### src/rtl/div_pkg.sv
// div_pkg
// Shared definitions for the RV64M divider front end:
//   - XLEN            : datapath width (64)
//   - div_state_e     : control FSM states IDLE / ISSUE / WAIT / DONE (2-bit)
//   - INT64_MIN       : most negative 64-bit value
//   - INT32_MIN_SEXT  : most negative 32-bit value sign-extended to 64 bits
//   - sext32()        : sign-extend a 32-bit value to XLEN
//   - format_result() : quotient/remainder select plus W-variant sign extension
package div_pkg;

  localparam int XLEN = 64;

  typedef enum logic [1:0] {
    IDLE  = 2'd0,
    ISSUE = 2'd1,
    WAIT  = 2'd2,
    DONE  = 2'd3
  } div_state_e;

  localparam logic [XLEN-1:0] INT64_MIN      = 64'h8000_0000_0000_0000;
  localparam logic [XLEN-1:0] INT32_MIN_SEXT = 64'hFFFF_FFFF_8000_0000;

  function automatic logic [XLEN-1:0] sext32(input logic [31:0] value);
    return {{32{value[31]}}, value};
  endfunction

  // W results are always sign-extended from bit 31, even for DIVUW/REMUW,
  // because RV64 keeps every 32-bit result in canonical sign-extended form.
  function automatic logic [XLEN-1:0] format_result(
    input logic [XLEN-1:0] quotient,
    input logic [XLEN-1:0] remainder,
    input logic            is_rem,
    input logic            is_word
  );
    logic [XLEN-1:0] sel;
    sel = is_rem ? remainder : quotient;
    return is_word ? sext32(sel[31:0]) : sel;
  endfunction

endpackage

### src/rtl/div_operand_prep.sv
// div_operand_prep
// Combinational operand preparation for the divider front end.
// Ports:
//   rs1, rs2     in  : raw register operands (dividend, divisor)
//   is_unsigned  in  : DIVU/REMU family
//   is_word      in  : W variant, only the low 32 bits are significant
//   dividend     out : prepared dividend (extended for W ops)
//   divisor      out : prepared divisor (extended for W ops)
//   is_div_zero  out : prepared divisor is zero
//   is_overflow  out : signed most-negative / -1 overflow case
module div_operand_prep
  import div_pkg::*;
(
  input  logic [XLEN-1:0] rs1,
  input  logic [XLEN-1:0] rs2,
  input  logic            is_unsigned,
  input  logic            is_word,
  output logic [XLEN-1:0] dividend,
  output logic [XLEN-1:0] divisor,
  output logic            is_div_zero,
  output logic            is_overflow
);

  logic [XLEN-1:0] min_value;

  // W operands are extended so the 64-bit divider yields the correct 32-bit
  // quotient and remainder; full-width operands pass straight through.
  always_comb begin
    dividend = rs1;
    divisor  = rs2;
    if (is_word) begin
      if (is_unsigned) begin
        dividend = {32'b0, rs1[31:0]};
        divisor  = {32'b0, rs2[31:0]};
      end else begin
        dividend = sext32(rs1[31:0]);
        divisor  = sext32(rs2[31:0]);
      end
    end
  end

  // Special cases are detected on the prepared operands, so a W overflow
  // compares against the sign-extended 32-bit minimum.
  assign min_value   = is_word ? INT32_MIN_SEXT : INT64_MIN;
  assign is_div_zero = (divisor == '0);
  assign is_overflow = ~is_unsigned & (divisor == '1) & (dividend == min_value);

endmodule

### src/rtl/div_issue_ctrl.sv
// div_issue_ctrl
// Front end and result formatter for the iterative 64-bit divider in the
// RV64M execute path. One operation in flight at a time.
// Ports:
//   clk, rst_n                    : clock, synchronous active-low reset
//   flush                         : kill any in-flight operation
//   in_valid/in_ready             : request handshake from issue
//   in_rs1, in_rs2                : raw dividend / divisor
//   in_is_rem, in_is_unsigned,
//   in_is_word, in_tag            : operation flavour and destination tag
//   out_valid/out_ready           : result handshake to writeback
//   out_result, out_tag           : formatted result and its tag
//   div_valid, div_signed,
//   div_dividend, div_divisor     : request to the divider
//   div_flush                     : abort to the divider
//   div_o_valid/div_o_ready       : divider completion handshake
//   div_quotient, div_remainder   : divider outputs
module div_issue_ctrl
  import div_pkg::*;
#(
  parameter int TAG_W = 5
) (
  input  logic             clk,
  input  logic             rst_n,
  input  logic             flush,
  input  logic             in_valid,
  output logic             in_ready,
  input  logic [XLEN-1:0]  in_rs1,
  input  logic [XLEN-1:0]  in_rs2,
  input  logic             in_is_rem,
  input  logic             in_is_unsigned,
  input  logic             in_is_word,
  input  logic [TAG_W-1:0] in_tag,
  output logic             out_valid,
  input  logic             out_ready,
  output logic [XLEN-1:0]  out_result,
  output logic [TAG_W-1:0] out_tag,
  output logic             div_valid,
  output logic             div_signed,
  output logic [XLEN-1:0]  div_dividend,
  output logic [XLEN-1:0]  div_divisor,
  output logic             div_flush,
  input  logic             div_o_valid,
  output logic             div_o_ready,
  input  logic [XLEN-1:0]  div_quotient,
  input  logic [XLEN-1:0]  div_remainder
);

  div_state_e state_q, state_d;

  logic [XLEN-1:0]  prep_dividend;
  logic [XLEN-1:0]  prep_divisor;
  logic             is_div_zero;
  logic             is_overflow;
  logic             is_special;
  logic [XLEN-1:0]  special_result;

  logic             accept;
  logic             div_done;

  logic             signed_q;
  logic [XLEN-1:0]  dividend_q;
  logic [XLEN-1:0]  divisor_q;
  logic             is_rem_q;
  logic             is_word_q;
  logic [TAG_W-1:0] tag_q;
  logic [XLEN-1:0]  result_q;
  logic [TAG_W-1:0] result_tag_q;

  div_operand_prep u_prep (
    .rs1         (in_rs1),
    .rs2         (in_rs2),
    .is_unsigned (in_is_unsigned),
    .is_word     (in_is_word),
    .dividend    (prep_dividend),
    .divisor     (prep_divisor),
    .is_div_zero (is_div_zero),
    .is_overflow (is_overflow)
  );

  // Divide-by-zero and signed overflow have architecturally fixed results,
  // so they are answered here without occupying the divider.
  assign is_special     = is_div_zero | is_overflow;
  assign special_result = is_div_zero
                        ? format_result('1, prep_dividend, in_is_rem, in_is_word)
                        : format_result(prep_dividend, '0, in_is_rem, in_is_word);

  // Handshake outputs; flush gates every request/accept toward the divider.
  assign in_ready    = (state_q == IDLE) & ~flush;
  assign accept      = in_valid & in_ready;
  assign div_valid   = (state_q == ISSUE) & ~flush;
  assign div_o_ready = (state_q == WAIT) & ~flush;
  assign div_done    = div_o_valid & div_o_ready;
  assign div_flush   = flush & (state_q != IDLE);
  assign out_valid   = (state_q == DONE);

  assign div_signed   = signed_q;
  assign div_dividend = dividend_q;
  assign div_divisor  = divisor_q;
  assign out_result   = result_q;
  assign out_tag      = result_tag_q;

  // Next-state logic. Flush overrides every transition, including a divider
  // completion in the same cycle, which is thereby discarded.
  always_comb begin
    state_d = state_q;
    case (state_q)
      IDLE:    if (accept) state_d = is_special ? DONE : ISSUE;
      ISSUE:   state_d = WAIT;
      WAIT:    if (div_done) state_d = DONE;
      DONE:    if (out_ready) state_d = IDLE;
      default: state_d = IDLE;
    endcase
    if (flush) state_d = IDLE;
  end

  // State, operand and result registers. The prepared operands are only
  // rewritten on acceptance so they stay stable through the completion
  // handshake, where the divider re-reads them for sign correction.
  always_ff @(posedge clk) begin
    if (!rst_n) begin
      state_q      <= IDLE;
      signed_q     <= 1'b0;
      dividend_q   <= '0;
      divisor_q    <= '0;
      is_rem_q     <= 1'b0;
      is_word_q    <= 1'b0;
      tag_q        <= '0;
      result_q     <= '0;
      result_tag_q <= '0;
    end else begin
      state_q <= state_d;
      if (accept) begin
        signed_q   <= ~in_is_unsigned;
        dividend_q <= prep_dividend;
        divisor_q  <= prep_divisor;
        is_rem_q   <= in_is_rem;
        is_word_q  <= in_is_word;
        tag_q      <= in_tag;
        if (is_special) begin
          result_q     <= special_result;
          result_tag_q <= in_tag;
        end
      end
      if (div_done) begin
        result_q     <= format_result(div_quotient, div_remainder, is_rem_q, is_word_q);
        result_tag_q <= tag_q;
      end
    end
  end

endmodule

### config.mk
export PLATFORM = sky130hd
export DESIGN_NAME = div_issue_ctrl
export DESIGN_NICKNAME = d
export VERILOG_FILES = /design/src/rtl/div_pkg.sv /design/src/rtl/div_operand_prep.sv /design/src/rtl/div_issue_ctrl.sv
export SDC_FILE = /design/constraint.sdc
export NUM_CORES = 1
export LEC_CHECK = 0
export CORE_AREA = 3 3 184 186
export CTS_CLUSTER_DIAMETER = 120
export DETAILED_ROUTE_END_ITERATION = 8
export DIE_AREA = 0 0 187 189
export HOLD_SLACK_MARGIN = 0.05
export PLACE_DENSITY_LB_ADDON = 0.2
export SKIP_CTS_REPAIR_TIMING = 1
export SLEW_MARGIN = 5
export SYNTH_ARGS = -nofsm -noshare
export SYNTH_HDL_FRONTEND = slang
export SYNTH_SLANG_ARGS = --single-unit
### constraint.sdc
create_clock -name clk -period 7.2 [get_ports clk]
set_input_delay 1.44 -clock clk [delete_from_list [all_inputs] [get_ports clk]]
set_output_delay 1.44 -clock clk [all_outputs]
set_load 0.005 [all_outputs]
Yosys cells after proc, flatten, opt, wreduce, memory -nomap -nowiden:

Cells that the tools add are included.

* flip-flop bits (word level): 207
* bits in latches: 0
* memory bits (writable): 0
* bits in read-only memories: 0
* input port bits: 270
* output and inout port bits: 203
* memories: 0

* add/subtract/negate cells: 0
* multiply operators: 0
* divide/modulo/power cells: 0
* order comparisons: 0
* eq/ne operators: 8
* shift operators: 0
* multiplexer cells: 23
* bitwise logic cells: 12
* reduce and logical (&&, ||, !) cells: 8

Operators by type and width (number)
* $mux 64: 14
* $eq 64x64->1: 1
* $eq 64x64->1 const B: 1
* $logic_not 64->1: 1
* $mux 63: 1
* $mux 5: 3
* $and 1x1->1: 8
* $mux 2: 4
* $pmux 2 s4: 1
* $reduce_bool 2->1: 3
* $eq 2x2->1 const B: 2
* $ne 2x2->1 const B: 2
* $not 1->1: 3
* $reduce_and 3->1: 1
* $eq 2x1->1 const B: 1
* $logic_not 2->1: 1
* $ne 2x1->1 const B: 1
* $reduce_and 2->1: 1
* $reduce_or 2->1: 1
* $or 1x1->1: 1

Longest topological paths before layout:

* depth in word-level cells: 9
* depth in mapped cells: 10
* gate-level depth less buffers: 8

Hierarchy:

From an unflattened synthesis, not the netlist that was laid out.

* cells, all modules: 1443
* area, all modules: 11125.7 um^2

Modules (own cells, without submodules)
* div_issue_ctrl: times used 1, cells each 1163, area an instance 9515.4 um^2, seq. area each 4144.0 um^2
* div_operand_prep: times used 1, cells each 280, area an instance 1610.3 um^2, seq. area each 0.0 um^2

Worst setup path before layout:

No wires, ideal clock.

* path type: input to register
* from: input port in_is_word
* to: register result_q[33] (netlist: out_result[33])
* library setup time: 124 ps
* data arrival time: 3659 ps
* setup slack: 3417 ps
* stages on the path: 9
* buffers on the path: 3
* cells stage by stage: buf_6 > or4_4 > a2111oi_4 > nand4_2 > a2111oi_4 > nor3_2 > buf_6 > buf_12 > mux2i_1

* word-level cells in the longest chain between the ends: 7
* elaborated cells between the ends (all ways): 19

Ends and longest elaborated chain
* from (decl): line div_issue_ctrl.sv:32 `input logic in_is_word,`
* $mux 64: line div_operand_prep.sv:31 `if (is_word) begin`
* $eq 64x64->1 or $mux 64 (tied branches): line div_operand_prep.sv:46, div_pkg.sv:36
* $and 1x1->1 or $mux 64 (tied branches): line div_operand_prep.sv:46, div_pkg.sv:37
* $and 1x1->1 or $mux 64 (tied branches): line div_operand_prep.sv:46, div_issue_ctrl.sv:85
* $or 1x1->1 or $mux 64 (tied branches): line div_issue_ctrl.sv:83, div_issue_ctrl.sv:140
* $reduce_bool 2->1 (no source line) or $mux 64 (tied branches)
* $reduce_and 2->1 (no source line) or $mux 64 (tied branches)
* to (signal assigned): line div_issue_ctrl.sv:141 `result_q <= special_result;`
* to (signal assigned): line div_issue_ctrl.sv:146 `result_q <= format_result(div_quotient, div_remainder, is_rem_q, is_word_q);`
* to (decl): line div_issue_ctrl.sv:67 `logic [XLEN-1:0] result_q;`

Several ways; a longest one is shown, not always the timed one. The select of a mux whose other input is x is not followed.
A chain may end at the register's enable or synchronous reset.

Final worst setup path:

* from: input port flush
* to: output port in_ready

* word-level cells in the longest chain between the ends: 2

Ends and longest elaborated chain
* from (decl): line div_issue_ctrl.sv:25 `input logic flush,`
* $not 1->1: line div_issue_ctrl.sv:89 `assign in_ready = (state_q == IDLE) & ~flush;`
* $and 1x1->1: line div_issue_ctrl.sv:89
* to (decl): line div_issue_ctrl.sv:27 `output logic in_ready,`

No other way between the ends.

==> flow_metrics.env <==
export IMPL_status="complete, no violations"
export IMPL_grtUsageTotal_pct=24.9
export IMPL_slew_headroom_pct=20.6
export IMPL_yosysSeqAreaShare_pct=38.3
export IMPL_use_met3_pct=6.67
export IMPL_yosys_top_cells_area="dfxtp_1 (38%), nand2_1 (9.3%), mux2i_1 (8.8%)"
export IMPL_wl_per_cell_um=21.2
export IMPL_grt_overflow=0
export IMPL_synthSimpleGateAreaFrac_pct=21.6
export IMPL_dieArea_mm2=0.0353
export IMPL_vdd_drop_max_mv=0.153
export IMPL_worstHoldPathType="reg -> reg"
export IMPL_busiest_layer="met2"
export IMPL_seq_area_mm2=0.00415
export IMPL_cts_made_buffers=25
export IMPL_hpwlAfterDp_mm=33.2
export IMPL_critical_path_peak_fanout=6
export IMPL_firstDrtPassIters=6
export IMPL_worstReg2RegStart="state_q[1]$_SDFFE_PP0P_"
export IMPL_fill_cells=3177
export IMPL_cpMaxStageDelayCell="clkdlybuf4s50_1"
export IMPL_cts_sinks=207
export IMPL_areaGrowthSynthToFinish_pct=52.8
export IMPL_finalMaxSlewViolations=0
export IMPL_period_share_pct=63.1
export IMPL_min_path_cells=2
export IMPL_finalInstanceArea_mm2=0.0165
export IMPL_fmax_mhz=220
export IMPL_r2r_end="div_dividend[48]$_SDFFE_PN0P_"
export IMPL_finalHoldViolCount=0
export IMPL_grt_pass1_wl_mm=70.5
export IMPL_p_leak_uw=0.00599
export IMPL_synth_seq_cells=207
export IMPL_critical_path_class="in -> out"
export IMPL_synth_edf_count=0
export IMPL_min_to="out_result[33]$_SDFFE_PN0P_"
export IMPL_power_density_mw_per_mm2=181
export IMPL_critPathLaunchType="input port"
export IMPL_path_common_cell="clkdlybuf4s50_1"
export IMPL_gr_usage_met2_pct=40.1
export IMPL_setup_viol=0
export IMPL_fin_skew_ns=0.0110
export IMPL_synthMuxAreaShare_pct=9.84
export IMPL_use_met1_pct=32.4
export IMPL_hp_start="out_result[33]$_SDFFE_PN0P_"
export IMPL_io_pins=473
export IMPL_gp_congestion=0.877
export IMPL_syn_area_mm2=0.0108
export IMPL_worstPathRequired_ns=5.76
export IMPL_worstRegToRegCells=7
export IMPL_ant_nets=0
export IMPL_layout_cells_most_common="clkdlybuf4s50_1"
export IMPL_cp_data_arrival_time_ns=3.11
export IMPL_initial_core_util_pct=33.3
export IMPL_synth_top_cell_by_area="dfxtp_1"
export IMPL_synthCells=1353
export IMPL_cts_tree="done"
export IMPL_core_area_mm2=0.0325
export IMPL_ys_warnings_count=0
export IMPL_nets=2018
export IMPL_viasPerCell=5.36
export IMPL_wirelength_mm=46.8
export IMPL_async_flop_share_pct=0
export IMPL_die_y_um=189
export IMPL_remaining_drc_errors=0
export IMPL_cp_cell_sequence="clkdlybuf4s50_1 > nor2b_1 > clkdlybuf4s50_1"
export IMPL_cts_htree_levels=1
export IMPL_portBuffers=472
export IMPL_synth_xor_area_share_pct=0
export IMPL_synthesis_nets=1627
export IMPL_cts_root_buf="clkbuf_16"
export IMPL_dr_total_vias=11800
export IMPL_final_cell_mix="clkdlybuf4s50_1 (470), nand2_1 (265), dfxtp_1 (206), o21ai_0 (132), mux2i_1 (95)"
export IMPL_synth_avg_cell_area_um2=7.99
export IMPL_drive_gt1_share_pct=5.05
export IMPL_synthAdderAreaFrac_pct=0.463
export IMPL_place_area_mm2=0.0157
export IMPL_clk_latency_ns=0.53
export IMPL_setup_tns_ns=0
export IMPL_yosys_area_top_type_share_pct=38.3
export IMPL_fin_crit_ns=4.55
export IMPL_maxCapViolCount=0
export IMPL_first_global_vias=11700
export IMPL_first_iter_violations=1010
export IMPL_r2r_setup_slack_ns=4.00
export IMPL_grt_max_degree=128
export IMPL_grt_antenna_before_repair=3
export IMPL_fp_dieW_um=187
export IMPL_synth_flop_cell="dfxtp_1"
export IMPL_fp_row_count=66
export IMPL_cp_end_kind="output port"
export IMPL_clkTransAtPathRegs_ns=0.05
export IMPL_yosys_cell_types_count=51
export IMPL_cpPeakStageDelay_ns=0.63
export IMPL_synth_compound_area_share_pct=24.2
export IMPL_rsz0062_at_grt="no"
export IMPL_worst_pin_slew_ns=1.19
export IMPL_synth_top_family_by_area="compound AO/OA/AOI/OAI gates"
export IMPL_multi_input_area_mm2=0.00612
export IMPL_clockBufferDepth=3
-- metrics by stage --
stage	hold slack (ns)	std cells	utilization [%]	worst slack, ns	total power, uW
6_report	0.458	2207	50.9	2.65	2990
5_1_grt	0.470	2207	50.9	2.59	3120
4_1_cts	0.462	2204	50.9	2.66	3030
3_5_place_dp	0.454	2159	48.3	2.25	1750
3_3_place_gp	0.445	2159	48.3	2.30	1750
2_1_floorplan	0.440	1353	-	3.42	1420
-- kinds of logic (layout without fill, tap and decap cells) --
group / after synthesis / in the layout
adder cells (fa/ha/maj): 4 / 4
flip-flops: 207 / 207
buffers and inverters: 130 / 539
multiplexers: 105 / 105
AO/OA/AOI/OAI: 408 / 408
AND/OR/NAND/NOR: 499 / 499
other: 0 / 3
-- synthesized netlist by cell type, drive strengths merged, types with 10 or more instances --
master   instances
a31oi           10
mux2i           95
a211oi          28
mux2            10
nand2          267
o221ai          10
dfxtp          207
a21oi           88
o21ai          136
buf             15
nand3b          24
nand4           15
a21boi          71
nand2b          26
nor2            67
o32ai           10
clkbuf         111
nand3           34
o2111ai         45
nor4            25
-- state kept, by name, indices dropped and copies added (netlist names) --
signal	cells
div_divisor	64
div_signed	1
is_word_q	1
tag_q	5
out_tag	5
is_rem_q	1
out_result	64
div_dividend	64
state_q	2
-- worst max-delay path: cells and delay by family --
family | cells | cell delay, ns
simple gates | 1 | 0.53
buf+inv | 2 | 1.13
-- metal layers --
metal,routed length [um],up-vias
met1,19800,5550
met4,1660,0
met5,0,-
li1,-,5671
met3,4050,94
met2,21200,519
-- where the power goes --
part | leakage (uW) | internal, uW | switching (uW)
clock | 0.000406 | 750 | 514
combinational | 0.00389 | 273 | 239
sequential | 0.00169 | 1190 | 26.5
-- final cells by class --
cell class                 count  area share, %
sequential                   207           25.1
inverter                       4         0.0908
clock inverter                 6          0.235
clock buffer                  39           4.78
tap                          442           3.35
antenna                        3         0.0454
multi-input combinational   1016           37.0
timing repair buffer         490           29.4
-- worst max-delay path by stage --
stage / from / end / cells after the start
4_1_cts: flush / in_ready / 3
2_1_floorplan: in_is_word / out_result[33]$_SDFFE_PN0P_ / 9
5_1_grt: flush / in_ready / 3
3_3_place_gp: in_rs2[63] / out_result[10]$_SDFFE_PN0P_ / 8
3_5_place_dp: in_rs2[63] / out_result[9]$_SDFFE_PN0P_ / 8
6_report: flush / in_ready / 3
Power figures use the tool's default switching activity.
